===== src/rtl/apb_master.sv =====
// APB master: command port to a single APB slave, IDLE/SETUP/ACCESS FSM.
// Optional ACCESS wait timeout enabled by defining APB_MASTER_TIMEOUT_EN.
module apb_master #(
    parameter int unsigned TIMEOUT_CYCLES = 15
) (
    input  logic       pclk,
    input  logic       presetn,
    input  logic       cmd_valid,
    output logic       cmd_ready,
    input  logic       cmd_write,
    input  logic [3:0] cmd_addr,
    input  logic [7:0] cmd_wdata,
    output logic       rsp_valid,
    output logic [7:0] rsp_rdata,
    output logic       rsp_err,
    output logic [3:0] paddr,
    output logic       psel,
    output logic       penable,
    output logic       pwrite,
    output logic [7:0] pwdata,
    input  logic [7:0] prdata,
    input  logic       pready
);

    typedef enum logic [1:0] {
        IDLE   = 2'd0,
        SETUP  = 2'd1,
        ACCESS = 2'd2
    } state_t;

    state_t     state_q, state_d;
    logic       psel_q, psel_d;
    logic       penable_q, penable_d;
    logic       pwrite_q, pwrite_d;
    logic [3:0] paddr_q, paddr_d;
    logic [7:0] pwdata_q, pwdata_d;
    logic       rsp_valid_q, rsp_valid_d;
    logic [7:0] rsp_rdata_q, rsp_rdata_d;
    logic       cmd_ready_q, cmd_ready_d;

`ifdef APB_MASTER_TIMEOUT_EN
    localparam int unsigned CW = $clog2(TIMEOUT_CYCLES + 1);
    localparam logic [CW-1:0] LAST_WAIT = CW'(TIMEOUT_CYCLES - 1);

    logic [CW-1:0] cnt_q, cnt_d;
    logic          rsp_err_q, rsp_err_d;
`else
    logic unused_timeout;
    assign unused_timeout = (TIMEOUT_CYCLES != 0);
`endif

    // Next-state and next-output logic; every output is a flop.
    always_comb begin
        state_d     = state_q;
        psel_d      = psel_q;
        penable_d   = penable_q;
        pwrite_d    = pwrite_q;
        paddr_d     = paddr_q;
        pwdata_d    = pwdata_q;
        rsp_valid_d = 1'b0;
        rsp_rdata_d = rsp_rdata_q;
        cmd_ready_d = 1'b0;
`ifdef APB_MASTER_TIMEOUT_EN
        cnt_d       = cnt_q;
        rsp_err_d   = 1'b0;
`endif
        unique case (state_q)
            IDLE: begin
                cmd_ready_d = 1'b1;
                if (cmd_valid && cmd_ready_q) begin
                    state_d     = SETUP;
                    psel_d      = 1'b1;
                    penable_d   = 1'b0;
                    pwrite_d    = cmd_write;
                    paddr_d     = cmd_addr;
                    pwdata_d    = cmd_wdata;
                    cmd_ready_d = 1'b0;
                end
            end
            SETUP: begin
                state_d   = ACCESS;
                penable_d = 1'b1;
`ifdef APB_MASTER_TIMEOUT_EN
                cnt_d     = '0;
`endif
            end
            ACCESS: begin
                if (pready) begin
                    state_d     = IDLE;
                    psel_d      = 1'b0;
                    penable_d   = 1'b0;
                    rsp_valid_d = 1'b1;
                    rsp_rdata_d = pwrite_q ? 8'h00 : prdata;
                    cmd_ready_d = 1'b1;
`ifdef APB_MASTER_TIMEOUT_EN
                end else if (cnt_q == LAST_WAIT) begin
                    state_d     = IDLE;
                    psel_d      = 1'b0;
                    penable_d   = 1'b0;
                    rsp_valid_d = 1'b1;
                    rsp_err_d   = 1'b1;
                    rsp_rdata_d = 8'h00;
                    cmd_ready_d = 1'b1;
                    cnt_d       = cnt_q + 1'b1;
                end else begin
                    cnt_d = cnt_q + 1'b1;
`endif
                end
            end
            default: begin
                state_d   = IDLE;
                psel_d    = 1'b0;
                penable_d = 1'b0;
            end
        endcase
    end

    // State and output registers, cleared asynchronously.
    always_ff @(posedge pclk or negedge presetn) begin
        if (!presetn) begin
            state_q     <= IDLE;
            psel_q      <= 1'b0;
            penable_q   <= 1'b0;
            pwrite_q    <= 1'b0;
            paddr_q     <= 4'h0;
            pwdata_q    <= 8'h00;
            rsp_valid_q <= 1'b0;
            rsp_rdata_q <= 8'h00;
            cmd_ready_q <= 1'b0;
`ifdef APB_MASTER_TIMEOUT_EN
            cnt_q       <= '0;
            rsp_err_q   <= 1'b0;
`endif
        end else begin
            state_q     <= state_d;
            psel_q      <= psel_d;
            penable_q   <= penable_d;
            pwrite_q    <= pwrite_d;
            paddr_q     <= paddr_d;
            pwdata_q    <= pwdata_d;
            rsp_valid_q <= rsp_valid_d;
            rsp_rdata_q <= rsp_rdata_d;
            cmd_ready_q <= cmd_ready_d;
`ifdef APB_MASTER_TIMEOUT_EN
            cnt_q       <= cnt_d;
            rsp_err_q   <= rsp_err_d;
`endif
        end
    end

    assign psel      = psel_q;
    assign penable   = penable_q;
    assign pwrite    = pwrite_q;
    assign paddr     = paddr_q;
    assign pwdata    = pwdata_q;
    assign rsp_valid = rsp_valid_q;
    assign rsp_rdata = rsp_rdata_q;
    assign cmd_ready = cmd_ready_q;
`ifdef APB_MASTER_TIMEOUT_EN
    assign rsp_err   = rsp_err_q;
`else
    assign rsp_err   = 1'b0;
`endif

endmodule

===== config.mk =====
export PLATFORM = sky130hd
export DESIGN_NAME = apb_master
export DESIGN_NICKNAME = d
export VERILOG_FILES = /design/src/rtl/apb_master.sv
export SDC_FILE = /design/constraint.sdc
export NUM_CORES = 1
export LEC_CHECK = 0
export ABC_AREA = 1
export CORE_MARGIN = 1
export CORE_UTILIZATION = 43
export CTS_CLUSTER_DIAMETER = 60
export DETAILED_ROUTE_END_ITERATION = 12
export GPL_ROUTABILITY_DRIVEN = 0
export PLACE_DENSITY_LB_ADDON = 0.1
export SETUP_SLACK_MARGIN = 0.5
export SLEW_MARGIN = 0
export SYNTH_ARGS = -nofsm -noshare
export SYNTH_HDL_FRONTEND = slang
export SYNTH_SLANG_ARGS = --single-unit

===== constraint.sdc =====
create_clock -name pclk -period 2.3 [get_ports pclk]
set_input_delay 0.69 -clock pclk [delete_from_list [all_inputs] [get_ports pclk]]
set_output_delay 0.69 -clock pclk [all_outputs]
set_load 0.1 [all_outputs]

==> metrics.cfg, run 1 <==
[critical_path]
critPathMaxFanout=10
timing.rr.start=state_q[1]
required_ps=1610
startpoint=pwrite
path_delay_family=flip-flops
crit_type=reg -> out
start_kind=flip-flop
slowest_stage=dfrtp_2
cpPeakStageDelay_ps=510
crit_chain=buf_12
cp_num_buf_inv=1
end_kind=output port
timing.critical_path.arrival_ps=1030

[logic_synthesis]
synth-compound-area-share_pct=0.901
syn_inst=128
synthXorXnorAreaFrac_pct=0
synth_top_area_cell=dfrtp_1
synth.cell_area_um2=1110
seq_area_frac_synth_pct=58.6
synth.distinct_cells=15
yosysWarnings=0
synth_mux_area_share_pct=0
synth_fa_ha_area_share_pct=0
synth_top_family_by_area=simple AND/OR/NAND/NOR gates
syn_nets=153
yosys.area.top_type_share_pct=58.6
synth_area_leaders=dfrtp_1, nand2_1, nand3_1, inv_1, nor2_1
ys_ff_latch=26
yosys.area_share.simple_pct=32.2
syn_area_per_cell_um2=8.68

[global_route]
antenna_found_initial=0
grt_pass1_wl_mm=3.61
grt_max_degree=27
gr-total-overflow=0
grt_pass1_vias=851
grtUsageTotal_pct=18.1

[clocking]
cts_sinks=26
holdBufCountCts=0
htree_num_levels=1
cts_tree=built
insertion_delay_ps=320
cts.path.max_buffers=2
cts_root_buffer=clkbuf_4
clk_transition_reported_paths_ps=130
cts_buffers=3

[die]
initial_utilization_pct=45.3
die_w_um=52.8
rows=18
dieArea_um2=2790
io_pins=51
die_h_um=52.8
core_area_um2=2450

[cells_and_area]
multi_input_area_um2=372
nets=203
areaGrowthSynthToFinish_pct=45.4
n_fill_cell=210
final-instance-count-excl-fill=207
layout-drive-gt1-share_pct=20.9
postLayoutCellArea_um2=1620
diodes=0
regArea_um2=653

[run_status]
status=finished, final reports clean

[job]
drv_cap=0

[drt]
avgRoutedWirePerCell_um=11.1
drt_iter0_drc=18
via_per_inst=4.74
drtAntennaViolNets=0
totalWireLength_mm=2.31
drc=0
num_vias=981
drtPass1Iterations=6

[timing]
period_share_pct=74.8
clock.fmax_mhz=582
setup_viol=0
finalHoldViolCount=0
report.final.slew_viol_count=0
rsz0062_at_grt=false
fin_worst_skew_ps=11.0
setup_tns_ps=0
min_period_ps=1720

[placement]
dpl.cell_count=203
place_area_um2=1580
portBuffers=49
dp_hpwl_mm=1.71

[worst_hold_path]
hold_path_startpoint=paddr[3]
holdCritPathClass=reg -> reg

## per-stage QoR
stage               util, %  hold WS [ps]  setup WS (ps)
global placement       64.2           458            432
finish                 65.8           487            581
detailed placement     64.2           461            357
CTS                    65.7           493            534
global route           65.8           518            530
floorplan                 -           394            620
## cells by family (layout without fill, tap and decap cells)
kind of cell / Yosys count / count (layout)
other cells: 1 / 1
buf+inv: 19 / 68
flops: 26 / 26
compound gates: 2 / 2
simple gates: 80 / 80
## cell usage in the layout (no fill, tap or decap), types with 3 or more instances in the layout
cell type,netlist,routed
clkdlybuf4s50_1,0,24
inv_1,13,13
clkbuf_4,0,3
nand2_1,46,46
nor2_1,8,8
buf_4,2,25
dfrtp_1,26,24
nand3_1,21,21
## cells in the mapped netlist
master,number
and2_1,1
o21ai_0,2
clkbuf_1,1
nand2_4,1
nor2_4,2
buf_2,2
nand3_1,21
dfrtp_1,26
buf_4,2
nand2_1,46
nor2_1,8
buf_6,1
inv_1,13
nand3_2,1
conb_1,1
## cell type report
cell class,count,share of cell area [%]
Sequential cell,26,40.4
Timing Repair Buffer,51,29.0
Inverter,13,3.02
Multi-Input combinational cell,83,23.0
Tap cell,30,2.32
Clock buffer,4,2.25
## registers in the layout (all words and copies together) (netlist names)
signal and cells:
pwdata 8, paddr 4, cmd_ready 1, rsp_rdata 8, psel 1, state_q 2, rsp_valid 1, pwrite 1
## path summary, 6_finish.rpt
check | to | slack [ps] | depth (start not counted)
max | pwrite | 580 | 1
min | paddr[3] | 490 | 2
max reg2reg | pwdata[1] | 1050 | 4
min reg2reg | paddr[3] | 490 | 2
max in group asynchronous | state_q[1] | 1310 | 2
min in group asynchronous | rsp_rdata[6] | 720 | 2
## layer usage
layer / share of wire (%) / vias up / track usage, % / wire length [um]
met3: 5.1 / 4 / 2.61 / 117
met4: 1.3 / 0 / 6.58 / 29
met2: 51 / 31 / 31.9 / 1170
met1: 43 / 459 / 22.2 / 989
li1: - / 487 / - / -
met5: 0 / - / 0 / 0
## what timing repair did
action | in CTS | in global routing
resized for setup | 1 | 1
buffers inserted | 0 | 0
cloned | 0 | 0
endpoints found under the setup margin | 1 | 1
Power of run 1 is not shown: default switching activity piles up to over one toggle a cycle in this logic, so the estimate is an artifact.
==> run 2: changes to the inputs <==
- CORE_UTILIZATION: 43 -> 40
- clock period: 2.3 -> 1.6 ns (I/O delays scaled with it)
==> run 2 against run 1 <==
  * Setup slack worse by 510 ps
  * Critical path depth stayed put
  * Final area is 43% higher
  * Die area is 7.2% higher
  * Wire length is 73% higher
  * Via count is 19% higher
  * Hold slack better by 6.8 ps
  * Register-to-register slack worse by 780 ps
  * Largest cell class is now non-clock buffers
  * Highest routed layer unchanged
==> metrics.cfg, run 2 (synthesis gave the netlist of run 1 again) <==
[run_status]
status=finished, final reports clean  ; unchanged

[cells_and_area]
diodes=0  ; unchanged
n_fill_cell=91  ; was 210
areaGrowthSynthToFinish_pct=108  ; was 45.4%
final_cell_mix=nand2_1, buf_12, dfrtp_4, clkdlybuf4s50_1, nand3_2  ; was nand2_1, buf_4, dfrtp_1, clkdlybuf4s50_1, nand3_1
mostFrequentLayoutCell=nand2_1  ; unchanged
layout-drive-gt1-share_pct=57.7  ; was 20.9%
multi_input_area_um2=527  ; was 372 um^2
regArea_um2=744  ; was 653 um^2
nets=220  ; was 203

[global_route]
grt_pass1_vias=1090  ; was 851
grtUsageTotal_pct=26.2  ; was 18.1%
grt_pass1_wl_mm=5.30  ; was 3.61 mm
gr-max-usage-layer=met2  ; unchanged
grtUsageMet3_pct=4.72  ; was 2.61%
gr-total-overflow=0  ; unchanged
antenna_found_initial=0  ; unchanged
met1_usage_pct=30.5  ; was 22.2%
grt_max_degree=27  ; unchanged
grtUsageMet2_pct=45.2  ; was 31.9%

[timing]
clock.fmax_mhz=655
period_share_pct=95.5
finalHoldViolCount=0  ; unchanged
rsz0062_at_grt=true  ; was false
setup_tns_ps=0  ; unchanged
fin_worst_skew_ps=18.7  ; was 11.0 ps
min_period_ps=1530
report.final.slew_viol_count=0  ; unchanged
setup_viol=0  ; unchanged

[clocking]
holdBufCountCts=0  ; unchanged
cts_buffers=3  ; unchanged
htree_num_levels=1  ; unchanged
cts.path.max_buffers=2  ; unchanged
clk_transition_reported_paths_ps=160  ; was 130 ps
cts_root_buffer=clkbuf_4  ; unchanged
insertion_delay_ps=330  ; was 320 ps
cts_tree=built  ; unchanged
cts_sinks=26  ; unchanged

[die]
initial_utilization_pct=43.7  ; was 45.3%
die_h_um=54.7  ; was 52.8 um
core_area_um2=2540  ; was 2450 um^2
dieArea_um2=2990  ; was 2790 um^2
io_pins=51  ; unchanged
rows=18  ; unchanged
die_w_um=54.7  ; was 52.8 um

[critical_path]
path_delay_family=flip-flops  ; unchanged
start_kind=flip-flop  ; unchanged
critPathMaxFanout=2  ; was 10
timing.critical_path.arrival_ps=1050  ; was 1030 ps
crit_type=reg -> out  ; unchanged
cpPeakStageDelay_ps=530  ; was 510 ps
startpoint=state_q[1]  ; was pwrite
crit_chain=buf_12  ; unchanged
cp_num_buf_inv=1  ; unchanged
end_kind=output port  ; unchanged
slowest_stage=dfrtp_4  ; was dfrtp_2
required_ps=1120  ; was 1610 ps
timing.rr.start=state_q[1]  ; unchanged

[drt]
drtAntennaViolNets=0  ; unchanged
via_per_inst=5.22  ; was 4.74
totalWireLength_mm=4.00  ; was 2.31 mm
drtPass1Iterations=4  ; was 6
drt_iter0_drc=17  ; was 18
drc=0  ; unchanged
avgRoutedWirePerCell_um=17.8  ; was 11.1 um
num_vias=1169  ; was 981

[job]
drv_cap=0  ; unchanged

[worst_hold_path]
holdCritPathClass=in -> async  ; was reg -> reg

[placement]
dp_hpwl_mm=2.18  ; was 1.71 mm
portBuffers=49  ; unchanged

-- run 2: cell count changes in the layout (fill, tap and decap cells not counted), sizes merged --
cell	previous run	this run
nand3	22	23
nand2	47	48
dlygate4sd2	0	1
buf	27	42
clkdlybuf4s50	24	23
-- run 2: final cells by class --
| class | instances | area share, % |
|---|---|---|
| Tap cell | 30 | 1.63 |
| Timing Repair Buffer | 66 | 39.8 |
| Inverter | 13 | 2.33 |
| Multi-Input combinational cell | 85 | 22.8 |
| Clock buffer | 4 | 1.14 |
| Sequential cell | 26 | 32.3 |
-- run 2: final timing paths --
| kind | to | slack (ps) | cells past startpoint |
|---|---|---|---|
| setup / recovery | penable | 70 | 1 |
| hold / removal | cmd_ready | 490 | 2 |
| setup reg to reg | pwdata[1] | 270 | 5 |
| hold reg to reg | pwdata[5] | 580 | 2 |
| max in group asynchronous | pwdata[3] | 800 | 2 |
| min in group pclk | pwdata[5] | 580 | 2 |
-- run 2: timing repair --
| action | CTS | global route |
|---|---|---|
| pin swaps | 15 | 11 |
| buffers inserted | 6 | 6 |
| gates resized for setup | 29 | 20 |
| gates cloned | 3 | 0 |
| endpoints found under the setup margin | 47 | 50 |
-- run 2: routing by layer --
metal  vias up  wire length (um)
met3        13               221
met5         -                 0
met1       569              1460
met4         0               126
met2        62              2200
li1        525                 -
-- run 2: through the flow --
| stage | utilization, % | cells | setup WS (ps) | cell area [um^2] | hold slack (ps) |
|---|---|---|---|---|---|
| final | 90.7 | 224 | 72.3 | 2310 | 494 |
| after global routing | 90.7 | 224 | 57.9 | 2310 | 535 |
| after CTS | 86.2 | 218 | 84.6 | 2190 | 515 |
| after detailed placement | 78.1 | 205 | 67.2 | 1990 | 540 |
| after global placement | 78.1 | 205 | 123 | 1990 | 535 |
| after floorplan | - | 128 | 371 | 1210 | 184 |
Power of run 2 is left out for the same reason.
==> run 3: changes to the inputs <==
- RECOVER_POWER: not set -> 25
==> run 3 against run 2 <==
  * Register-to-register slack about the same
  * Flip-flop and latch count unchanged
  * Hold slack better by 88 ps
  * Wire length down 0.33%
  * Cell count unchanged
  * First-iteration DRC count down 18%
  * Critical path depth unchanged
  * Sequential share of layout area about the same
  * Final area down 0.11%
  * Setup slack better by 0.67 ps
==> metrics.cfg, run 3 (synthesis gave the netlist of run 1 again) <==
[timing]
relSlewSlack_pct=56.9
min_period_ps=1530  ; about the same
clock.fmax_mhz=655  ; about the same
tightest_slew_ps=646
setup_tns_ps=0  ; unchanged
fin_worst_skew_ps=18.0  ; was 18.7 ps
report.final.slew_viol_count=0  ; unchanged
period_share_pct=95.4  ; was 95.5%
finalHoldViolCount=0  ; unchanged
rsz0062_at_grt=true  ; unchanged
setup_viol=0  ; unchanged
setup_slack_ps=73.0  ; was 72.3 ps

[drt]
drt_iter0_drc=14  ; was 17
drtAntennaViolNets=0  ; unchanged
num_vias=1158  ; was 1169
totalWireLength_mm=3.99  ; was 4.00 mm
avgRoutedWirePerCell_um=17.8  ; about the same
drc=0  ; unchanged
drtPass1Iterations=4  ; unchanged
via_per_inst=5.17  ; was 5.22

[critical_path]
critPathMaxFanout=2  ; unchanged
startpoint=state_q[1]  ; unchanged
cp_num_buf_inv=1  ; unchanged
r2r_slack_ps=270  ; about the same
path_depth=1  ; unchanged
required_ps=1120  ; about the same
r2r_cells=5  ; unchanged
timing.rr.start=state_q[1]  ; unchanged
crit_type=reg -> out  ; unchanged
cp-endpoint=penable  ; unchanged
start_kind=flip-flop  ; unchanged
timing.critical_path.arrival_ps=1050  ; about the same
cpPeakStageDelay_ps=530  ; about the same
worstReg2RegEnd=pwdata[1]  ; unchanged
slowest_stage=dfrtp_4  ; unchanged
crit_chain=buf_12  ; unchanged
path_delay_family=flip-flops  ; unchanged
end_kind=output port  ; unchanged

[placement]
portBuffers=49  ; unchanged
preCtsSetupSlack_ps=67.2  ; unchanged
place_area_um2=1990  ; unchanged
dp_hpwl_mm=2.18  ; unchanged
dpl.cell_count=205  ; unchanged

[job]
drv_cap=0  ; unchanged

[global_route]
grt_pass1_vias=1090  ; unchanged
antenna_found_initial=0  ; unchanged
grtUsageTotal_pct=26.2  ; unchanged
gr-total-overflow=0  ; unchanged
grt_pass1_wl_mm=5.30  ; unchanged
grt_max_degree=27  ; unchanged

[clocking]
clk_transition_reported_paths_ps=160  ; about the same
cts_root_buffer=clkbuf_4  ; unchanged
insertion_delay_ps=330  ; about the same
cts_buffers=3  ; unchanged
cts.path.max_buffers=2  ; unchanged
holdBufCountCts=0  ; unchanged
htree_num_levels=1  ; unchanged
cts_sinks=26  ; unchanged
cts_tree=built  ; unchanged

[cells_and_area]
mostFrequentLayoutCell=nand2_1  ; unchanged
layout-drive-gt1-share_pct=57.7  ; unchanged
final-instance-count-excl-fill=224  ; unchanged
diodes=0  ; unchanged
final_cell_mix=nand2_1, buf_12, dfrtp_4, clkdlybuf4s50_1, nand3_2  ; unchanged
postLayoutCellArea_um2=2300  ; was 2310 um^2
areaGrowthSynthToFinish_pct=107  ; was 108%
nets=220  ; unchanged

[die]
dieArea_um2=2990  ; unchanged
die_h_um=54.7  ; unchanged
initial_utilization_pct=43.7  ; unchanged
core_area_um2=2540  ; unchanged
io_pins=51  ; unchanged
die_w_um=54.7  ; unchanged
rows=18  ; unchanged

[run_status]
status=finished, final reports clean  ; unchanged

[worst_hold_path]
holdCritPathClass=reg -> reg  ; was in -> async

-- run 3: area by class of cell --
class / count / area [um^2]
inverters: 13 / 53.8
repair buffers: 66 / 916
multi-input cells: 85 / 527
clock buffers: 4 / 26.3
fillers: 92 / 240
flip-flops and latches: 26 / 744
well taps: 30 / 37.5
-- run 3: worst min-delay path by stage --
stage                   end  cells after the start  slack [ps]         start
3_5_place_dp       paddr[2]                      2         540      paddr[2]
2_1_floorplan    state_q[0]                      0         180       presetn
5_1_grt        rsp_rdata[7]                      2         600  rsp_rdata[7]
6_report          pwdata[5]                      2         580     pwdata[5]
4_1_cts           cmd_ready                      2         520       presetn
3_3_place_gp       paddr[2]                      2         540      paddr[2]
-- run 3: metal layers --
metal / vias up / GRT usage, % / wire, um
met5: - / 0 / 0
met4: 0 / 13.7 / 126
met3: 13 / 4.72 / 201
met2: 53 / 45.2 / 2200
met1: 567 / 30.5 / 1460
li1: 525 / - / -
-- run 3: what timing repair did --
| item | 4_1_cts | 5_1_grt |
|---|---|---|
| gates resized for setup | 29 | 20 |
| gates cloned | 3 | 0 |
| pin swaps | 15 | 11 |
| setup buffers | 6 | 6 |
| endpoints found under the setup margin | 47 | 50 |
-- run 3: per-stage QoR --
step                      hold slack (ps)  util [%]
after CTS                             515      86.2
after detailed placement              540      78.1
final                                 582      90.6
after floorplan                       184         -
after global routing                  596      90.6
after global placement                535      78.1
Power of run 3 is left out for the same reason.
